`config.mk`:
```
export PLATFORM = sky130hd
export DESIGN_NAME = store_path_ctrl
export DESIGN_NICKNAME = d
export VERILOG_FILES = /design/src/rtl/store_path_ctrl.sv
export SDC_FILE = /design/constraint.sdc
export NUM_CORES = 1
export LEC_CHECK = 0
export ABC_AREA = 0
export BUFFER_PORTS_ARGS = -buffer_cell sky130_fd_sc_hd__buf_2
export CAP_MARGIN = 20
export CELL_PAD_IN_SITES_DETAIL_PLACEMENT = 2
export CELL_PAD_IN_SITES_GLOBAL_PLACEMENT = 2
export CORE_MARGIN = 2
export CORE_UTILIZATION = 38
export CTS_CLUSTER_SIZE = 14
export DETAILED_ROUTE_END_ITERATION = 8
export PLACE_DENSITY = 0.73
export SLEW_MARGIN = 10
export SYNTH_ARGS = -nofsm -noshare
export SYNTH_HDL_FRONTEND = slang
export SYNTH_SLANG_ARGS = --single-unit
```
`constraint.sdc`:
```
create_clock -name clk -period 3 [get_ports clk]
set_input_delay 0.15 -clock clk [delete_from_list [all_inputs] [get_ports clk]]
set_output_delay 0.15 -clock clk [all_outputs]
set_load 0.03 [all_outputs]
```
`src/rtl/store_path_ctrl.sv`:
```
// Buffered store unit: in-order store FIFO, byte-lane shifting, region decode,
// misaligned-store splitting and a valid/ready UART TX port.
module store_path_ctrl #(
  parameter int unsigned BUF_DEPTH    = 4,
  parameter bit          SPLIT_MISAL  = 1'b1,
  parameter logic [31:0] UART_TX_ADDR = 32'h8000_0008,
  parameter logic [31:0] CNT_RST_ADDR = 32'h8000_0018,
  parameter logic [31:0] LED_ADDR     = 32'h8000_0030
) (
  input  logic        clk,
  input  logic        rst,
  input  logic        st_valid,
  output logic        st_ready,
  input  logic [31:0] st_addr,
  input  logic [31:0] st_data,
  input  logic [2:0]  st_funct3,
  input  logic        st_imem_ok,
  output logic [31:0] mem_addr,
  output logic [31:0] mem_wdata,
  output logic [3:0]  dmem_wea,
  output logic [3:0]  imem_wea,
  output logic        uart_tx_valid,
  input  logic        uart_tx_ready,
  output logic [7:0]  uart_tx_data,
  output logic        counter_reset,
  output logic        leds_we,
  output logic        busy,
  output logic        err
);

  localparam int unsigned AW = (BUF_DEPTH > 1) ? $clog2(BUF_DEPTH) : 1;

  typedef enum logic [1:0] {IDLE, ISSUE, SPLIT, UART_WAIT} state_t;

  typedef struct packed {
    logic [31:0] addr;
    logic [31:0] data;
    logic [2:0]  funct3;
    logic        imem_ok;
  } entry_t;

  entry_t        fifo_q [BUF_DEPTH];
  logic [AW-1:0] wptr_q, rptr_q;
  logic [AW:0]   count_q, count_d;
  logic          push, pop, empty;
  entry_t        head;

  state_t        state_q, state_d;

  logic [31:0]   addr_d, wdata_d;
  logic [3:0]    dwea_d, iwea_d;
  logic          txv_d, crst_d, led_d, err_d;
  logic [7:0]    txd_d;

  logic          spl_pend_q, spl_pend_d;
  logic [31:0]   spl_addr_q, spl_addr_d;
  logic [31:0]   spl_data_q, spl_data_d;
  logic [3:0]    spl_wea_q, spl_wea_d;
  logic          spl_ok_q, spl_ok_d;

  logic [1:0]    hd_off;
  logic [31:0]   hd_word;
  logic          hd_illegal;
  logic [31:0]   hd_dmask;
  logic [3:0]    hd_bmask;
  logic [63:0]   hd_lanes;
  logic [7:0]    hd_wea8;
  logic          hd_misal;
  logic [3:0]    hd_region;

  function automatic logic is_mem(input logic [3:0] region);
    return (region == 4'h1) || (region == 4'h2) || (region == 4'h3);
  endfunction

  // Returns {imem_wea, dmem_wea} for a memory-region beat.
  function automatic logic [7:0] mem_strobes(input logic [3:0] region,
                                             input logic       ok,
                                             input logic [3:0] wea);
    logic [3:0] d, i;
    d = '0;
    i = '0;
    case (region)
      4'h1: d = wea;
      4'h2: if (ok) i = wea;
      4'h3: begin
        d = wea;
        if (ok) i = wea;
      end
      default: ;
    endcase
    return {i, d};
  endfunction

  assign push  = st_valid && st_ready;
  assign empty = (count_q == '0);
  assign head  = fifo_q[rptr_q];

  // FIFO occupancy after this edge; drives registered st_ready and busy.
  always_comb begin
    count_d = count_q + (AW+1)'(push) - (AW+1)'(pop);
  end

  // FIFO storage write.
  always_ff @(posedge clk) begin
    if (push) fifo_q[wptr_q] <= '{addr: st_addr, data: st_data,
                                  funct3: st_funct3, imem_ok: st_imem_ok};
  end

  // FIFO pointers, occupancy, st_ready and busy.
  always_ff @(posedge clk) begin
    if (rst) begin
      wptr_q   <= '0;
      rptr_q   <= '0;
      count_q  <= '0;
      st_ready <= 1'b0;
      busy     <= 1'b0;
    end else begin
      if (push) wptr_q <= wptr_q + 1'b1;
      if (pop)  rptr_q <= rptr_q + 1'b1;
      count_q  <= count_d;
      st_ready <= (count_d != (AW+1)'(BUF_DEPTH));
      busy     <= (count_d != '0) || (state_d != IDLE);
    end
  end

  // Lane placement of the FIFO head; the upper word of hd_lanes/hd_wea8 is the spill beat.
  always_comb begin
    hd_off     = head.addr[1:0];
    hd_word    = {head.addr[31:2], 2'b00};
    hd_region  = head.addr[31:28];
    hd_illegal = (head.funct3 > 3'd2);
    case (head.funct3[1:0])
      2'd0:    begin hd_dmask = 32'h0000_00FF; hd_bmask = 4'b0001; end
      2'd1:    begin hd_dmask = 32'h0000_FFFF; hd_bmask = 4'b0011; end
      default: begin hd_dmask = 32'hFFFF_FFFF; hd_bmask = 4'b1111; end
    endcase
    hd_lanes = {32'h0, head.data & hd_dmask} << {hd_off, 3'b000};
    hd_wea8  = {4'h0, hd_bmask} << hd_off;
    hd_misal = |hd_wea8[7:4];
  end

  // Next state and next registered outputs; outputs reflect the beat being presented.
  always_comb begin
    state_d    = IDLE;
    pop        = 1'b0;
    addr_d     = mem_addr;
    wdata_d    = mem_wdata;
    dwea_d     = '0;
    iwea_d     = '0;
    txv_d      = 1'b0;
    txd_d      = uart_tx_data;
    crst_d     = 1'b0;
    led_d      = 1'b0;
    err_d      = 1'b0;
    spl_pend_d = 1'b0;
    spl_addr_d = spl_addr_q;
    spl_data_d = spl_data_q;
    spl_wea_d  = spl_wea_q;
    spl_ok_d   = spl_ok_q;

    if (state_q == UART_WAIT && !uart_tx_ready) begin
      state_d = UART_WAIT;
      txv_d   = 1'b1;
    end else if (spl_pend_q) begin
      // Second beat is decoded on its own address, so it may land in another region.
      state_d = SPLIT;
      addr_d  = spl_addr_q;
      wdata_d = spl_data_q;
      {iwea_d, dwea_d} = mem_strobes(spl_addr_q[31:28], spl_ok_q, spl_wea_q);
    end else if (!empty) begin
      pop     = 1'b1;
      state_d = ISSUE;
      if (hd_illegal) begin
        err_d = 1'b1;
      end else if (is_mem(hd_region)) begin
        if (hd_misal && !SPLIT_MISAL) begin
          err_d = 1'b1;
        end else begin
          addr_d  = hd_word;
          wdata_d = hd_lanes[31:0];
          {iwea_d, dwea_d} = mem_strobes(hd_region, head.imem_ok, hd_wea8[3:0]);
          if (hd_misal) begin
            spl_pend_d = 1'b1;
            spl_addr_d = hd_word + 32'd4;
            spl_data_d = hd_lanes[63:32];
            spl_wea_d  = hd_wea8[7:4];
            spl_ok_d   = head.imem_ok;
          end
        end
      end else if (hd_region == 4'h8) begin
        if (hd_misal) begin
          err_d = 1'b1;
        end else if (head.addr == UART_TX_ADDR) begin
          state_d = UART_WAIT;
          txv_d   = 1'b1;
          txd_d   = head.data[7:0];
        end else if (head.addr == CNT_RST_ADDR) begin
          crst_d = 1'b1;
        end else if (head.addr == LED_ADDR) begin
          led_d   = 1'b1;
          addr_d  = hd_word;
          wdata_d = hd_lanes[31:0];
        end
      end
    end
  end

  // State and output registers.
  always_ff @(posedge clk) begin
    if (rst) begin
      state_q       <= IDLE;
      mem_addr      <= '0;
      mem_wdata     <= '0;
      dmem_wea      <= '0;
      imem_wea      <= '0;
      uart_tx_valid <= 1'b0;
      uart_tx_data  <= '0;
      counter_reset <= 1'b0;
      leds_we       <= 1'b0;
      err           <= 1'b0;
      spl_pend_q    <= 1'b0;
      spl_addr_q    <= '0;
      spl_data_q    <= '0;
      spl_wea_q     <= '0;
      spl_ok_q      <= 1'b0;
    end else begin
      state_q       <= state_d;
      mem_addr      <= addr_d;
      mem_wdata     <= wdata_d;
      dmem_wea      <= dwea_d;
      imem_wea      <= iwea_d;
      uart_tx_valid <= txv_d;
      uart_tx_data  <= txd_d;
      counter_reset <= crst_d;
      leds_we       <= led_d;
      err           <= err_d;
      spl_pend_q    <= spl_pend_d;
      spl_addr_q    <= spl_addr_d;
      spl_data_q    <= spl_data_d;
      spl_wea_q     <= spl_wea_d;
      spl_ok_q      <= spl_ok_d;
    end
  end

endmodule
```
* Word level (Yosys, flattened, before mapping)
Memory sizes are Yosys's and may differ from the RTL's. A register that Yosys moved wholly into a read port is not among the register bits.
Cells that the tools add are included.
** Operators by class
- Reductions and logical operators :: 25
- Muxes and demuxes :: 63
- Magnitude comparators :: 1
- Equality and inequality tests :: 18
- Shift-type cells :: 2
- Bitwise logic cells :: 8
- Add/subtract/negate cells :: 5
** Operator list (count)
- 32-bit two-way mux :: 18
- 32-bit equality test (second input constant) :: 3
- 32-bit case mux with 2 select lines :: 1
- 32-bit by 5-bit << shifter with 64-bit output :: 1
- 4-bit two-way mux :: 14
- 32-bit by 3-bit adder with 32-bit output (second input constant) :: 1
- 32-bit bitwise AND :: 1
- 2-bit two-way mux :: 10
- 1-bit two-way mux :: 19
- 4-bit by 2-bit equality test with 1-bit output (second input constant) :: 4
- 8-bit AND reduction :: 2
- 13-bit OR reduction :: 1
- 12-bit OR reduction :: 1
- 2-bit OR reduction :: 5
- 3-bit inequality test (second input constant) :: 3
- 3-bit nonzero test :: 3
- 4-bit by 1-bit equality test with 1-bit output (second input constant) :: 2
- 4-bit case mux with 2 select lines :: 1
- 4-bit OR reduction :: 2
- 4-bit by 2-bit << shifter with 8-bit output :: 1
- 1-bit inverter :: 7
- 6-bit AND reduction :: 1
- 6-bit OR reduction :: 1
- 2-bit by 1-bit adder with 2-bit output (second input constant) :: 2
- 15 further kinds :: 18
** Storage, ports and cells
- Input bits :: 72
- Memory bits (writable) :: 272
- Memories :: 1
- Register bits after elaboration :: 165
- Output and inout port bits :: 86
** Memory list
- fifo_q :: words 4, bits a word 68, read ports 1, clocked after memory_dff 1, wr ports 1, RTL line 42 : entry_t fifo_q [BUF_DEPTH];

* Depth between registers and ports, before layout
- Depth in word-level cells :: 13
- Mapped depth :: 12

* Least setup slack after synthesis
Ideal clock, no wire load.
- Path type :: register to register
- From :: reg with a tool-made name
- To :: reg counter_reset
- Cell stages (with the launch flop) :: 10
- Period minus slack after synthesis :: 2.829 ns
- Data arrival time :: 2.767 ns
- Data required time :: 2.939 ns
- Setup slack :: 0.171 ns
- Path through :: dfxtp_1 -> buf_6 -> buf_6 -> buf_2 -> mux4_2 -> ha_1 -> nor3b_1 -> or4b_1 -> a2111oi_2 -> and4b_1
** RTL lines
- to (signal assigned) :: RTL line 234 : counter_reset <= crst_d;
- to (decl) :: RTL line 25 : output logic counter_reset,

==> flow_summary.yaml <==
power:
  p_sw_share_pct: 35.9
  irDropWorstVdd_uv: 416
  power.switching_mw: 7.18
  pwr-share-clk_pct: 27.8
  seq_power_share_pct: 35.6
  p_int_mw: 12.8
  p_leak_nw: 8.02
  combPwrFrac_pct: 36.5
  p_per_area_nw_per_um2: 905
  power_mw: 20.0
cts:
  h-tree-depth: 2
  cts_made_buffers: 47
  cts_buffer_depth: 3
  cts_tree: "done"
  cts.sinks: 426
  clk_latency_ns: 0.60
  clk_pin_slew_ns: 0.06
  root_buffer: "clkbuf_16"
yosys:
  ys_types: 47
  synth.avg_cell_area_um2: 13.9
  synth_ff_type: "edfxtp_1"
  syn-cell-area_um2: 17700
  ys_seq_area_share_pct: 63.6
  ys_ff_latch: 426
  yosysWarnings: 0
  synthArstFlopShare_pct: 0
  synth_edf_count: 272
  netlist_instances: 1269
sta:
  rsz0062_at_grt: "yes"
  finalCriticalPeriod_ns: 2.97
  worst_pin_slew_ns: 1.08
  max_freq_mhz: 337
  slew_headroom_pct: 27.8
  drv_slew: 0
  skew_ns: 0.0176
  worst_slack_ns: 0.0319
  setup_tns_ns: 0
  min_period_over_period_pct: 98.9
  hold_viol: 0
  setup_viol_count_final: 0
critical_path:
  path_delay_family: "simple AND/OR/NAND/NOR gates"
  max_stage_delay_ns: 0.56
  crit_fanout: 5
  crit_path_end_kind: "flop"
  cp.arrival_ns: 3.50
  cp.required_ns: 3.53
  worstPathCellList: "buf_12 -> buf_12 -> mux4_2 -> nor4_4 -> nand4_1 -> buf_6 -> or4b_4 -> a2111oi_4 -> and4b_1"
  path_common_cell: "buf_12"
  startpoint_type: "flop"
  crit_buf_inv: 3
  cp_slowest_cell: "mux4_2"
  critPathKind: "flop to flop"
placement:
  placed_area_um2: 19600
  place.gp.congestion: 0.773
  place_ws_ns: -0.173
  dpl.hpwl_um: 36900
  port-buffer-count: 155
flow_run:
  maxCapViolCount: 0
die:
  core_area_um2: 46300
  pin_count: 158
  start_util_pct: 38.2
  chipHeight_um: 220
  fp.dieW_um: 220
  row_count: 79
  die_area_um2: 48300
routing:
  drc_errors: 0
  routed_wl_um: 56100
  drt-met1-wl_um: 26700
  vias_per_cell: 5.38
  wl_met3_um: 2590
  drt_first_pass_iters: 5
  drtIter0Drc: 698
  ant_nets: 0
  met2WireLength_um: 25600
  dr_total_vias: 11776
  highest_layer: "met5"
  wire_per_inst_um: 25.6
global_route:
  grt_pass1_wl_um: 82300
  grt-ovfl-total: 0
  antenna_found_initial: 2
  grt_max_degree: 83
  grt_pass1_vias: 12480
  grt_use_total_pct: 22.8
cells_and_area:
  drive_above_1_share_pct: 27.5
  stdcell_area_um2: 22100
  utilization_pct: 47.8
  area_delta_synth_final_pct: 24.9
  final_nets: 1626
status:
  outcome: "completed"
worst_hold_path:
  hp-class: "input port to flop"
-- repair_timing --
item / CTS / global route
endpoints found under the hold margin: 279 / 0
endpoints found under the setup margin: 73 / 97
hold buffers: 70 / 0
resized for setup: 10 / 31
pin swaps: 1 / 5
gates cloned: 0 / 2
buffers inserted: 4 / 6
-- metrics by stage --
stage / hold slack [ns] / std cells
floorplan: 0.249 / 1270
global placement: 0.362 / 2020
detailed placement: 0.372 / 2020
CTS: 0.0881 / 2180
global route: 0.115 / 2188
finish: 0.148 / 2190
-- cells in the final DEF (no fill, tap or decap), types with 23 or more instances in the layout --
cell type	instances
a211oi_1	27
a21oi_1	25
buf_2	154
buf_4	61
clkbuf_16	51
dfxtp_1	151
dlygate4sd3_1	70
edfxtp_1	272
mux2_1	28
mux2_2	35
mux2i_1	56
mux4_2	68
nand2_1	70
nand2b_1	25
nand3_1	25
nor2_1	116
nor2b_1	65
nor3_1	23
-- power groups by stage --
stage / Clock, mW / Combinational (mW) / Sequential (mW)
after floorplan: 0 / 3.88 / 7.41
after global placement: 0 / 6.47 / 7.20
after detailed placement: 0 / 6.74 / 7.27
after CTS: 5.66 / 7.03 / 7.12
after global routing: 5.89 / 7.83 / 7.17
final: 5.57 / 7.30 / 7.12
-- kinds of logic (layout without fill, tap and decap cells) --
| group | count (synthesis) | count (layout) | share of synthesized area, % |
|---|---|---|---|
| flops | 426 | 426 | 63.6 |
| fa+ha+maj | 10 | 10 | 0.750 |
| mux | 187 | 187 | 15.8 |
| xor+xnor | 31 | 31 | 1.54 |
| other cells | 1 | 4 | 0.0212 |
| buf+inv | 98 | 409 | 2.42 |
| compound gates | 122 | 122 | 4.77 |
| simple gates | 394 | 394 | 11.1 |
-- synthesized netlist by cell type, drive strengths merged (3+ instances only) --
| cell type | number | area (um^2) |
|---|---|---|
| a211oi | 28 | 210 |
| a21oi | 26 | 130 |
| a221oi | 17 | 149 |
| a22oi | 22 | 165 |
| and2 | 5 | 31.3 |
| and3 | 12 | 75.1 |
| and4 | 3 | 26.3 |
| buf | 36 | 195 |
| clkbuf | 50 | 188 |
| dfxtp | 154 | 3080 |
| edfxtp | 272 | 8170 |
| ha | 9 | 113 |
| inv | 12 | 45.0 |
| mux2 | 63 | 709 |
| mux2i | 56 | 561 |
| mux4 | 68 | 1530 |
| nand2 | 70 | 263 |
| nand2b | 25 | 156 |
| nand3 | 26 | 130 |
| nand4 | 15 | 93.8 |
| nor2 | 121 | 454 |
| nor2b | 66 | 413 |
| nor3 | 23 | 115 |
| nor4 | 11 | 75.1 |
| o211ai | 8 | 60.1 |
| o21ai | 17 | 85.1 |
| or3 | 9 | 56.3 |
| xnor2 | 13 | 114 |
| xor2 | 18 | 158 |
-- routing by layer --
metal	vias up	global-route usage (%)
li1	5299	-
met1	6123	33.6
met2	285	34.7
met3	67	4.38
met4	2	5.64
met5	-	0
-- path summary, 6_finish.rpt --
kind                                     start              to  slack, ns  depth (start not counted)
worst max-delay path                      flop   counter_reset       0.03                          9
worst min register to register  spl_data_q[17]  spl_data_q[17]       0.46                          2
worst max register to register            flop   counter_reset       0.03                          9
worst min-delay path             uart_tx_ready   uart_tx_valid       0.15                          3
-- flip-flops by register name (all words and copies together) (netlist names), 4 cells and up, named ones only --
signal,flops
dmem_wea,4
fifo_q,272
imem_wea,4
mem_addr,30
mem_wdata,32
spl_addr_q,30
spl_data_q,24
uart_tx_data,8
-- worst min-delay path: cells and delay by family --
kind,cells,cell delay [ns]
compound gates,1,0.16
buf+inv,1,0.14
simple gates,1,0.19
-- final cells by class --
type / instances / area (um^2)
inverters: 12 / 45.0
multi-input cells: 746 / 6180
clock buffers: 63 / 1290
flip-flops and latches: 426 / 11300
clock inverters: 23 / 166
well taps: 607 / 759
repair buffers: 311 / 2390
fillers: 4438 / 24200
diodes: 2 / 5.00
(Power assumes the default switching activity.)
